<file path="config.mk">
export PLATFORM = sky130hd
export DESIGN_NAME = decimate_comb_flat
export DESIGN_NICKNAME = d
export VERILOG_FILES = /design/src/rtl/decimate_comb_if.sv /design/src/rtl/decimate_comb.sv /design/src/flat_wrapper.sv
export SDC_FILE = /design/constraint.sdc
export NUM_CORES = 1
export LEC_CHECK = 0
export CAP_MARGIN = 20
export CORE_MARGIN = 1.5
export CORE_UTILIZATION = 46
export DETAILED_ROUTE_END_ITERATION = 10
export DONT_BUFFER_PORTS = 1
export SYNTH_ARGS = -nofsm -noshare
export SYNTH_HDL_FRONTEND = slang
export SYNTH_SLANG_ARGS = --single-unit
</file>
<file path="constraint.sdc">
create_clock -name clk -period 4 [get_ports clk]
set_input_delay 0.6 -clock clk [delete_from_list [all_inputs] [get_ports clk]]
set_output_delay 0.6 -clock clk [all_outputs]
set_load 0.02 [all_outputs]
</file>
<file path="src/rtl/decimate_comb_if.sv">
// decimate_comb_if: strobe-qualified sample stream into and out of the CIC comb section
//   master: drives inp_samp_data/inp_samp_str, receives out_samp_data/out_samp_str
//   slave : receives inp_samp_data/inp_samp_str, drives out_samp_data/out_samp_str
interface decimate_comb_if #(
  parameter int DATA_WIDTH_INP = 16,
  parameter int DATA_WIDTH_OUT = 16
);
  logic [DATA_WIDTH_INP-1:0] inp_samp_data;
  logic                      inp_samp_str;
  logic [DATA_WIDTH_OUT-1:0] out_samp_data;
  logic                      out_samp_str;
  modport master (output inp_samp_data, inp_samp_str, input out_samp_data, out_samp_str);
  modport slave (input inp_samp_data, inp_samp_str, output out_samp_data, out_samp_str);
endinterface

</file>
<file path="src/rtl/decimate_comb.sv">
// decimate_comb: keeps every R-th integrator sample and runs it through STAGES comb stages
//   clk, reset : clock, synchronous active-high reset
//   samp       : sample stream (inp_samp_* in, out_samp_* out)
//   rate       : decimation rate R, loaded on rate_str (0 treated as 1)
//   cur_rate   : active decimation rate
module decimate_comb #(
  parameter int DATA_WIDTH_INP = 16,
  parameter int DATA_WIDTH_OUT = 16,
  parameter int STAGES         = 3,
  parameter int DIFF_DELAY     = 1,
  parameter int RATE_WIDTH     = 8,
  parameter int RATE_DEFAULT   = 4,
  parameter int USE_DSP        = 1
) (
  input  logic                  clk,
  input  logic                  reset,
  decimate_comb_if.slave        samp,
  input  logic [RATE_WIDTH-1:0] rate,
  input  logic                  rate_str,
  output logic [RATE_WIDTH-1:0] cur_rate
);
  localparam int W = DATA_WIDTH_INP;
  logic [RATE_WIDTH-1:0] cnt, eff_rate, new_rate, base, cnt_nxt;
  logic                  keep, dec_str;
  logic [W-1:0]          dec_data;
  logic [W-1:0]          x [STAGES+1];
  logic                  s [STAGES+1];
  // A rate load restarts the frame, so a coincident sample is counted against the new rate.
  always_comb begin
    eff_rate = rate == '0 ? RATE_WIDTH'(1) : rate;
    new_rate = rate_str ? eff_rate : cur_rate;
    base     = rate_str ? '0 : cnt;
    keep     = samp.inp_samp_str && base == new_rate - RATE_WIDTH'(1);
    cnt_nxt  = !samp.inp_samp_str ? base : keep ? '0 : base + RATE_WIDTH'(1);
  end
  always_ff @(posedge clk)
    if (reset) begin
      cur_rate <= RATE_WIDTH'(RATE_DEFAULT);
      cnt      <= '0;
      dec_str  <= 1'b0;
      dec_data <= '0;
    end else begin
      cur_rate <= new_rate;
      cnt      <= cnt_nxt;
      dec_str  <= keep;
      if (keep) dec_data <= samp.inp_samp_data;
    end
  assign x[0] = dec_data;
  assign s[0] = dec_str;
  for (genvar k = 1; k <= STAGES; k++) begin : g_comb
    logic [W-1:0] dl [DIFF_DELAY];
    logic [W-1:0] y, diff;
    logic         ys;
    // Modular subtraction: integrator wrap-around cancels here, so no saturation.
    if (USE_DSP != 0) begin : g_dsp
      (* use_dsp = "yes" *) logic [W-1:0] d;
      assign d    = x[k-1] - dl[DIFF_DELAY-1];
      assign diff = d;
    end else begin : g_lut
      assign diff = x[k-1] - dl[DIFF_DELAY-1];
    end
    always_ff @(posedge clk)
      if (reset) begin
        y  <= '0;
        ys <= 1'b0;
        for (int i = 0; i < DIFF_DELAY; i++) dl[i] <= '0;
      end else begin
        ys <= s[k-1];
        if (s[k-1]) begin
          y     <= diff;
          dl[0] <= x[k-1];
          for (int i = 1; i < DIFF_DELAY; i++) dl[i] <= dl[i-1];
        end
      end
    assign x[k] = y;
    assign s[k] = ys;
  end
  assign samp.out_samp_data = x[STAGES][W-1 -: DATA_WIDTH_OUT];
  assign samp.out_samp_str  = s[STAGES];
endmodule
</file>
<file path="src/flat_wrapper.sv">
// flat-port wrapper written by rule: the top's interface ports become plain ports
module decimate_comb_flat 
#(
  parameter int DATA_WIDTH_INP = 16,
  parameter int DATA_WIDTH_OUT = 16,
  parameter int STAGES         = 3,
  parameter int DIFF_DELAY     = 1,
  parameter int RATE_WIDTH     = 8,
  parameter int RATE_DEFAULT   = 4,
  parameter int USE_DSP        = 1
)
  (clk, reset, rate, rate_str, cur_rate, samp_inp_samp_data, samp_inp_samp_str, samp_out_samp_data, samp_out_samp_str);
  decimate_comb_if #(.DATA_WIDTH_INP(DATA_WIDTH_INP), .DATA_WIDTH_OUT(DATA_WIDTH_OUT)) samp_i ();
  input  logic clk;
  input  logic reset;
  input  logic [RATE_WIDTH-1:0] rate;
  input  logic rate_str;
  output logic [RATE_WIDTH-1:0] cur_rate;
  input wire logic [$bits(samp_i.inp_samp_data)-1:0] samp_inp_samp_data;
  input wire logic [$bits(samp_i.inp_samp_str)-1:0] samp_inp_samp_str;
  output wire logic [$bits(samp_i.out_samp_data)-1:0] samp_out_samp_data;
  output wire logic [$bits(samp_i.out_samp_str)-1:0] samp_out_samp_str;
  assign samp_i.inp_samp_data = samp_inp_samp_data;
  assign samp_i.inp_samp_str = samp_inp_samp_str;
  assign samp_out_samp_data = samp_i.out_samp_data;
  assign samp_out_samp_str = samp_i.out_samp_str;
  decimate_comb #(.DATA_WIDTH_INP(DATA_WIDTH_INP), .DATA_WIDTH_OUT(DATA_WIDTH_OUT), .STAGES(STAGES), .DIFF_DELAY(DIFF_DELAY), .RATE_WIDTH(RATE_WIDTH), .RATE_DEFAULT(RATE_DEFAULT), .USE_DSP(USE_DSP)) u_core (.clk(clk), .reset(reset), .samp(samp_i), .rate(rate), .rate_str(rate_str), .cur_rate(cur_rate));
endmodule
</file>
* Word-level counts from Yosys, hierarchy flattened *
Memories as Yosys holds them, arrays and structs flattened.
Index checks and enable logic that the tools add are counted.

cells by class
  $add $sub $neg = 5
  equality and inequality tests = 1
  muxes and demuxes = 22
  reduce and logical (&&, ||, !) cells = 5

operator list
  cell                 number
  $mux 16              3
  $reduce_or 16->1     3
  $sub 16x16->16       3
  $mux 8               5
  $mux 1               14
  $add 8x1->8 const B  1
  $eq 8x8->1           1
  $logic_not 8->1      1
  $sub 8x1->8 const B  1
  $logic_and 1x1->1    1

storage, ports and cells
  bits in registers = 84
  RAM bits = 48
  bits of input ports = 28
  output and inout port bits = 25
  logic and storage cells = 46
  memories = 3

memories
  memory               words  width  read ports  clocked after memory_dff  write ports  RTL line             RTL
  u_core.g_comb[1].dl  1      16     1           0                         1            decimate_comb.sv:51  logic [W-1:0] dl [DIFF_DELAY];
  u_core.g_comb[2].dl  1      16     1           0                         1            decimate_comb.sv:51
  u_core.g_comb[3].dl  1      16     1           0                         1            decimate_comb.sv:51

* Depth between registers and ports, before layout *
Gate-level depths: netlist (run 1).

  depth in word-level cells = 8
  mapped depth = 13
  gate-level depth less buffers = 10

* Least setup slack after synthesis (run 1) *
No wires, ideal clock.

  kind = input to register
  start point = input port rate_str
  end point = register u_core.dec_data[10]
  library setup time = 0.128 ns
  data arrival time = 3.198 ns
  required time = 3.872 ns
  slack = 0.675 ns
  stages = 12
  buffers on the path = 5
  cells stage by stage = clkbuf_1 clkbuf_1 buf_1 mux2i_1 ha_1 xor2_1 nand3_1 a2111oi_4 buf_6 buf_12 mux2i_1 nor2_1

between the ends
  cells in the longest elaborated chain, start to end = 4
  elaborated cells on any way between the ends = 5
  those cells by class = 1 x add/sub; 1 x eq/ne; 2 x mux; 1 x reduce/logical

RTL lines
  item                   RTL line             RTL
  from (decl)            flat_wrapper.sv:17   input logic rate_str;
  $mux 8                 decimate_comb.sv:31  new_rate = rate_str ? eff_rate : cur_rate;
  $sub 8x1->8            decimate_comb.sv:33  keep = samp.inp_samp_str && base == new_rate - RATE_WIDTH'(1);
  $eq 8x8->1 (*)         decimate_comb.sv:33
  $logic_and 1x1->1 (*)  decimate_comb.sv:33
  to (signal assigned)   decimate_comb.sv:46  if (keep) dec_data <= samp.inp_samp_data;
  to (decl)              decimate_comb.sv:25  logic [W-1:0] dec_data;

Mark *: on every way between the ends. The rest lies on a longest branch, timed or not.
A chain may end at the register's enable or synchronous reset.

* Worst setup path after layout (run 1) *
  start point = register u_core.cur_rate[2]
  end point = register u_core.cnt[4]

between the ends
  cells in the longest elaborated chain, start to end = 6

RTL lines
  item                    RTL line             RTL
  from (decl)             decimate_comb.sv:20  output logic [RATE_WIDTH-1:0] cur_rate
  from (signal assigned)  decimate_comb.sv:38  cur_rate <= RATE_WIDTH'(RATE_DEFAULT);
  from (signal assigned)  decimate_comb.sv:43  cur_rate <= new_rate;
  $mux 8                  decimate_comb.sv:31
  $sub 8x1->8             decimate_comb.sv:33
  $eq 8x8->1              decimate_comb.sv:33
  $logic_and 1x1->1       decimate_comb.sv:33
  $mux 8 (2 in series)    decimate_comb.sv:34  cnt_nxt = !samp.inp_samp_str ? base : keep ? '0 : base + RATE_WIDTH'(1);
  to (signal assigned)    decimate_comb.sv:44  cnt <= cnt_nxt;
  to (decl)               decimate_comb.sv:23  logic [RATE_WIDTH-1:0] cnt, eff_rate, new_rate, base, cnt_nxt;

No other way between the ends.

==> results.cfg, run 1 <==
[clocking]
clock_latency_ns = 0.42
cts_made_buffers = 17
cts_resized = 0
path_clk_slew_ns = 0.06
clockBufferDepth = 2
htreeDepth = 4
holdBufCountCts = 0
cts_tree = built
root_buffer = clkbuf_16
cts.sink_count = 132
cts_setup_buffers = 0

[setup_path]
critPathLaunchType = flip-flop
regToRegStartpoint = u_core.cur_rate[2]
required_ns = 4.31
crit_path_max_incr_delay_ns = 0.56
cp_max_fo = 19
path_cells = or3_1 > nor4b_1 > nor3b_1 > or4b_1 > a2111oi_4 > buf_4 > or2_2 > nor3_1
cp.arrival_ns = 3.18
rr_endpoint = u_core.cnt[4]
worst-r2r-cell-count = 8
cp_slowest_cell = or4b_1
regToRegSetupSlack_ns = 1.13
path_class = reg2reg
cp-end-kind = flip-flop

[cells_and_area]
antennaDiodeCount = 0
synthToLayoutAreaGrowth_pct = 9.927
layout-drive-gt1-share = 0.06961
nets = 812

[yosys]
synth_flop_cell = dfxtp_1
synth.net_count = 816
seq_area_frac_synth = 0.4317
synth_edf_count = 48
syn_avg_cell_area_sq_um = 9.803
synth_area_sq_um = 7234
async_flop_share = 0
yosys_warnings = 0
synthCells = 738
ys_ff_latch = 132
synth_cell_types = 64

[drt]
drt_wl_total_um = 13940
initialDrtViolationCount = 254
antenna_left = 0
wl_per_cell_um = 14.56
detail_route.vias_per_cell = 5.305
drc = 0
dr_total_vias = 5082
drtPass1Iterations = 4

[power_and_ir_drop]
p_int_mw = 2.351
peakVddDrop_v = 0.0003071
power.net_switching_mw = 0.6977
p_seq_frac = 0.470
leakagePower_nw = 3.188
power_density_nw_per_um2 = 383.3
clkPwrFrac = 0.474
comb_power_share = 0.056
p_sw_frac = 0.2289

[grt]
grt_overflow = 0
grt_pass1_vias = 5059
grt_max_degree = 67
antenna_found_initial = 0
grt_usage = 0.1845
grt_first_pass_wirelength_um = 24020

[sta]
slew_headroom = 0.3647
fin_setup_tns_ns = 0
setup_viol = 0
timing.fmax_ghz = 0.3484
period_minus_slack_ns = 2.870
worst_hold_slack_ns = 0.2473
fin_crit_sh = 0.7175
rsz0062_at_grt = no
fin_skew_ns = 0.007162
worstMarginPinSlew_ns = 0.9487
finalHoldViolCount = 0
final_max_slew_viol_count = 0

[die]
row_count = 45
fp.dieH_um = 128.4
core_area_sq_um = 15260
ioPinCount = 53
die_w_um = 128.4
die_area_sq_um = 16490
initial_utilization = 0.4741

[flow_run]
maxCapViolations = 0

[hold_path]
holdCritPathClass = in2reg
whs_path_depth = 1
min_to = u_core.cur_rate[5]
min_from = reset

[placed_design]
portBuffers = 0
place_congestion = 0.8332
dpl.hpwl_um = 10170

[run_status]
status = finished clean
## cell usage after synthesis (3+ instances only)
cell	instances	area, sq um
o211ai_1	4	30.03
a211oi_1	10	75.07
nand2_1	28	105.1
o21a_1	9	67.56
edfxtp_1	48	1441
fa_1	3	60.06
a21o_1	14	105.1
ha_1	47	588.1
a22o_1	10	87.58
and2_1	46	287.8
or3_1	6	37.54
nor2b_1	13	81.33
or2_2	3	18.77
nand2b_1	14	87.58
a21oi_1	22	110.1
nor3_1	9	45.04
xnor2_1	31	271.5
nor2_1	79	296.5
buf_1	3	11.26
o31a_1	6	52.55
a31oi_1	6	37.54
or3b_2	3	26.28
o21ai_0	29	145.1
nor3b_1	3	22.52
xor2_1	21	183.9
nand4_1	5	31.28
o21bai_1	4	30.03
nand3b_1	4	30.03
mux2_2	3	33.78
mux2i_1	40	400.4
dfxtp_1	84	1682
nand3_1	9	45.04
o2111ai_1	4	35.03
clkbuf_1	20	75.07
inv_1	60	225.2
o311ai_0	4	35.03
## cells by family (layout without fill, tap and decap cells)
logic type / after synthesis / in the layout / synth area share
simple gates: 236 / 236 / 0.1707
compound gates: 139 / 139 / 0.1370
flops: 132 / 132 / 0.4317
buf+inv: 86 / 95 / 0.04808
xor+xnor: 52 / 52 / 0.06295
fa+ha+maj: 50 / 50 / 0.08959
mux: 43 / 43 / 0.06001
## sequential cells by signal (all words and copies together) (netlist names)
register / cells
u_core.cnt: 8
u_core.cur_rate: 8
u_core.dec_data: 16
u_core.dec_str: 1
u_core.g_comb.dl: 48
u_core.g_comb.y: 32
u_core.g_comb.ys: 2
u_core.samp.out_samp_data: 16
u_core.samp.out_samp_str: 1
## worst max-delay path by stage
stage / from / to / slack [ns] / cells after the start
global route: u_core.cur_rate[2] / u_core.dec_data[14] / 0.93 / 8
floorplan: rate_str / u_core.dec_data[10] / 0.67 / 12
finish: u_core.cur_rate[2] / u_core.cnt[4] / 1.13 / 8
global placement: rate[3] / u_core.cnt[4] / 0.76 / 9
detailed placement: rate[3] / u_core.cnt[4] / 0.72 / 9
CTS: u_core.cur_rate[2] / u_core.cnt[4] / 1.12 / 8
## through the flow
stage	power (mW)	setup WS [ns]	cell area, sq um	util	std cells
5_1_grt	3.174	0.9310	7953	0.5212	958
3_5_place_dp	1.633	0.7224	7401	0.4850	926
6_report	3.049	1.130	7953	0.5212	958
2_1_floorplan	1.612	0.6747	7234	-	738
4_1_cts	3.084	1.123	7953	0.5212	958
3_3_place_gp	1.631	0.7557	7401	0.4850	926
## routing by layer
metal	up-vias	routed length, um	global-route usage	part of all wire
met3	22	410	0.04324	0.029
li1	2584	-	-	-
met2	77	6753	0.3118	0.48
met5	-	0	0	0
met1	2399	6543	0.2261	0.47
met4	0	237	0.07997	0.017
## cells in the final DEF (no fill, tap or decap), types with 22 or more instances in the layout
master / count
o21ai_0: 29
mux2i_1: 40
and2_1: 46
dfxtp_1: 84
xnor2_1: 31
ha_1: 47
nor2_1: 79
a21oi_1: 22
edfxtp_1: 48
nand2_1: 28
inv_1: 60
## cell type report
cell class / instances / area [sq um]
inverters: 60 / 225.2
multi-input cells: 520 / 3766
flip-flops and latches: 132 / 3123
well taps: 211 / 264.0
fillers: 1409 / 7306
clock buffers: 18 / 439.2
clock inverters: 14 / 112.6
repair buffers: 3 / 22.52
## worst max-delay path, delay by kind of cell, from the launching register on
family                 cells  cell delay (ns)
buffers and inverters      1             0.34
AOI/OAI and AO/OA          1             0.30
DFF                        1             0.40
and+or+nand+nor            6             1.70
## power by group through the flow
stage | clock network [mW] | registers [mW] | logic, mW
CTS | 1.48 | 1.43 | 0.171
finish | 1.44 | 1.43 | 0.170
detailed placement | 0 | 1.46 | 0.170
floorplan | 0 | 1.46 | 0.153
global placement | 0 | 1.46 | 0.168
global route | 1.55 | 1.44 | 0.191
(Power assumes the default switching activity.)
==> run 2: changes to the inputs <==
==> constraint.sdc (replaced) <==
create_clock -name clk -period 2.6 [get_ports clk]
set_input_delay 0.39 -clock clk [delete_from_list [all_inputs] [get_ports clk]]
set_output_delay 0.39 -clock clk [all_outputs]
set_load 0.02 [all_outputs]
==> run 2 against run 1 <==
Effect of this change: clock skew up 0.0047 ns; die area stayed put; flip-flop and latch count did not move; non-clock buffer count is 19 higher; critical path type unchanged.
==> results.cfg, run 2 (synthesis results as in run 1) <==
[die]
fp.dieH_um = 128.4
die_w_um = 128.4
row_count = 45
core_area_sq_um = 15260
initial_utilization = 0.4741
die_area_sq_um = 16490
ioPinCount = 53

[cells_and_area]
layout_commonest_cell = dfxtp_1
layout-drive-gt1-share = 0.09791
largest_registers = u_core.g_comb.dl (48), u_core.g_comb.y (32)
largest_reg_flops = 48
nets = 831
final_cell_mix = dfxtp_1 (84), nor2_1 (79), inv_1 (60), edfxtp_1 (48)
antennaDiodeCount = 0
fillers = 1353
regMostFlops = u_core.g_comb.dl
fin_area_sq_um = 8258
synthToLayoutAreaGrowth_pct = 14.15

[power_and_ir_drop]
peakVddDrop_v = 0.0004415
finalPower_mw = 4.990
leakagePower_nw = 3.343
power_density_nw_per_um2 = 604.2

[sta]
fin_skew_ns = 0.01182
setup_viol = 0
timing.fmax_ghz = 0.3915
setup_ws_ns = 0.04574
slew_headroom = 0.5456
fin_crit_sh = 0.9824
period_minus_slack_ns = 2.554
worstMarginPinSlew_ns = 0.6809
final_max_slew_viol_count = 0
fin_setup_tns_ns = 0
finalHoldViolCount = 0
worst_hold_slack_ns = 0.03809
rsz0062_at_grt = yes

[clocking]
root_buffer = clkbuf_16
clock_latency_ns = 0.42
holdBufCountCts = 0
clockBufferDepth = 2
cts.sink_count = 132
cts_tree = built
htreeDepth = 4
path_clk_slew_ns = 0.06
cts_made_buffers = 17

[placed_design]
portBuffers = 0
pre_cts_ws_ns = -0.3096
dpl.hpwl_um = 10400
place_congestion = 0.8494
placed_area_sq_um = 7532

[setup_path]
cp_slowest_cell = or4b_4
cp_max_fo = 9
worst-path-buf-inv = 2
crit_path_max_incr_delay_ns = 0.53
required_ns = 2.92
path_class = reg2reg
path_cells = or3_4 > nor4b_4 > nor3b_1 > or4b_4 > a2111oi_4 > buf_6 > clkbuf_16 > mux2i_1 > nor2_1
path_delay_family = simple AND/OR/NAND/NOR gates
cp-end-kind = flip-flop
cp.arrival_ns = 2.87
critPathLaunchType = flip-flop

[grt]
grt_overflow = 0
antenna_found_initial = 0
grt_pass1_vias = 5241
grt_max_degree = 67
grt_first_pass_wirelength_um = 24870
grt_usage = 0.1901

[drt]
initialDrtViolationCount = 229
wl_per_cell_um = 14.91
dr_total_vias = 5113
drt_wl_total_um = 14560
drc = 0
drtPass1Iterations = 4
detail_route.vias_per_cell = 5.233
antenna_left = 0

[flow_run]
maxCapViolations = 0

[run_status]
status = finished clean

[hold_path]
holdCritPathClass = in2reg
==> run 2: cell types whose count changed in the layout (fill, tap and decap cells not counted), moves of 2 or more <==
cell and change:
buf_4 +15, bufinv_16 +3, clkinv_2 -3, clkbuf_16 +2, o21ai_0 -2
==> run 2: layout make-up <==
class | instances | area (sq um) | area share
Clock buffer | 18 | 429.2 | 0.05197
Clock inverter | 14 | 183.9 | 0.02227
Timing Repair Buffer | 22 | 216.5 | 0.02621
Sequential cell | 132 | 3123 | 0.3782
Tap cell | 211 | 264.0 | 0.03197
Multi-Input combinational cell | 520 | 3816 | 0.4621
Inverter | 60 | 225.2 | 0.02727
==> run 2: power by group <==
group | total (mW) | switching [mW] | internal (mW)
logic | 0.306 | 0.172 | 0.134
clock network | 2.49 | 0.896 | 1.60
registers | 2.19 | 0.0167 | 2.18
total | 4.99 | 1.08 | 3.90
==> run 2: final timing paths <==
kind / start / end / slack [ns] / depth (start not counted)
max: u_core.cur_rate[2] / u_core.dec_data[7] / 0.05 / 9
min: reset / u_core.samp.out_samp_data[15] / 0.04 / 1
max reg2reg: u_core.cur_rate[2] / u_core.dec_data[7] / 0.05 / 9
min reg2reg: u_core.g_comb[2].y[0] / u_core.g_comb[2].y[0] / 0.48 / 2
==> run 2: worst register-to-register path: cells and delay by family, from the launching register on <==
family	cells	cell delay, ns
muxes	1	0.19
buffers and inverters	2	0.35
DFF	1	0.31
AOI/OAI and AO/OA	1	0.31
and+or+nand+nor	5	1.29
==> run 2: through the flow <==
step                      cells  utilization
after floorplan             738            -
after global placement      940       0.4936
after detailed placement    940       0.4936
after CTS                   972       0.5346
after global routing        977       0.5412
final                       977       0.5412
==> run 2: routing by layer <==
| metal | vias up | GRT usage | part of all wire |
|---|---|---|---|
| met4 | 0 | 0.08196 | 0.023 |
| met3 | 30 | 0.04782 | 0.026 |
| met1 | 2393 | 0.2283 | 0.46 |
| met5 | - | 0 | 0 |
| met2 | 66 | 0.3248 | 0.49 |
| li1 | 2624 | - | - |
==> run 2: what timing repair did <==
action / in CTS / in global routing
setup buffers: 0 / 3
gates cloned: 0 / 2
endpoints found under the setup margin: 23 / 26
gates resized for setup: 3 / 7
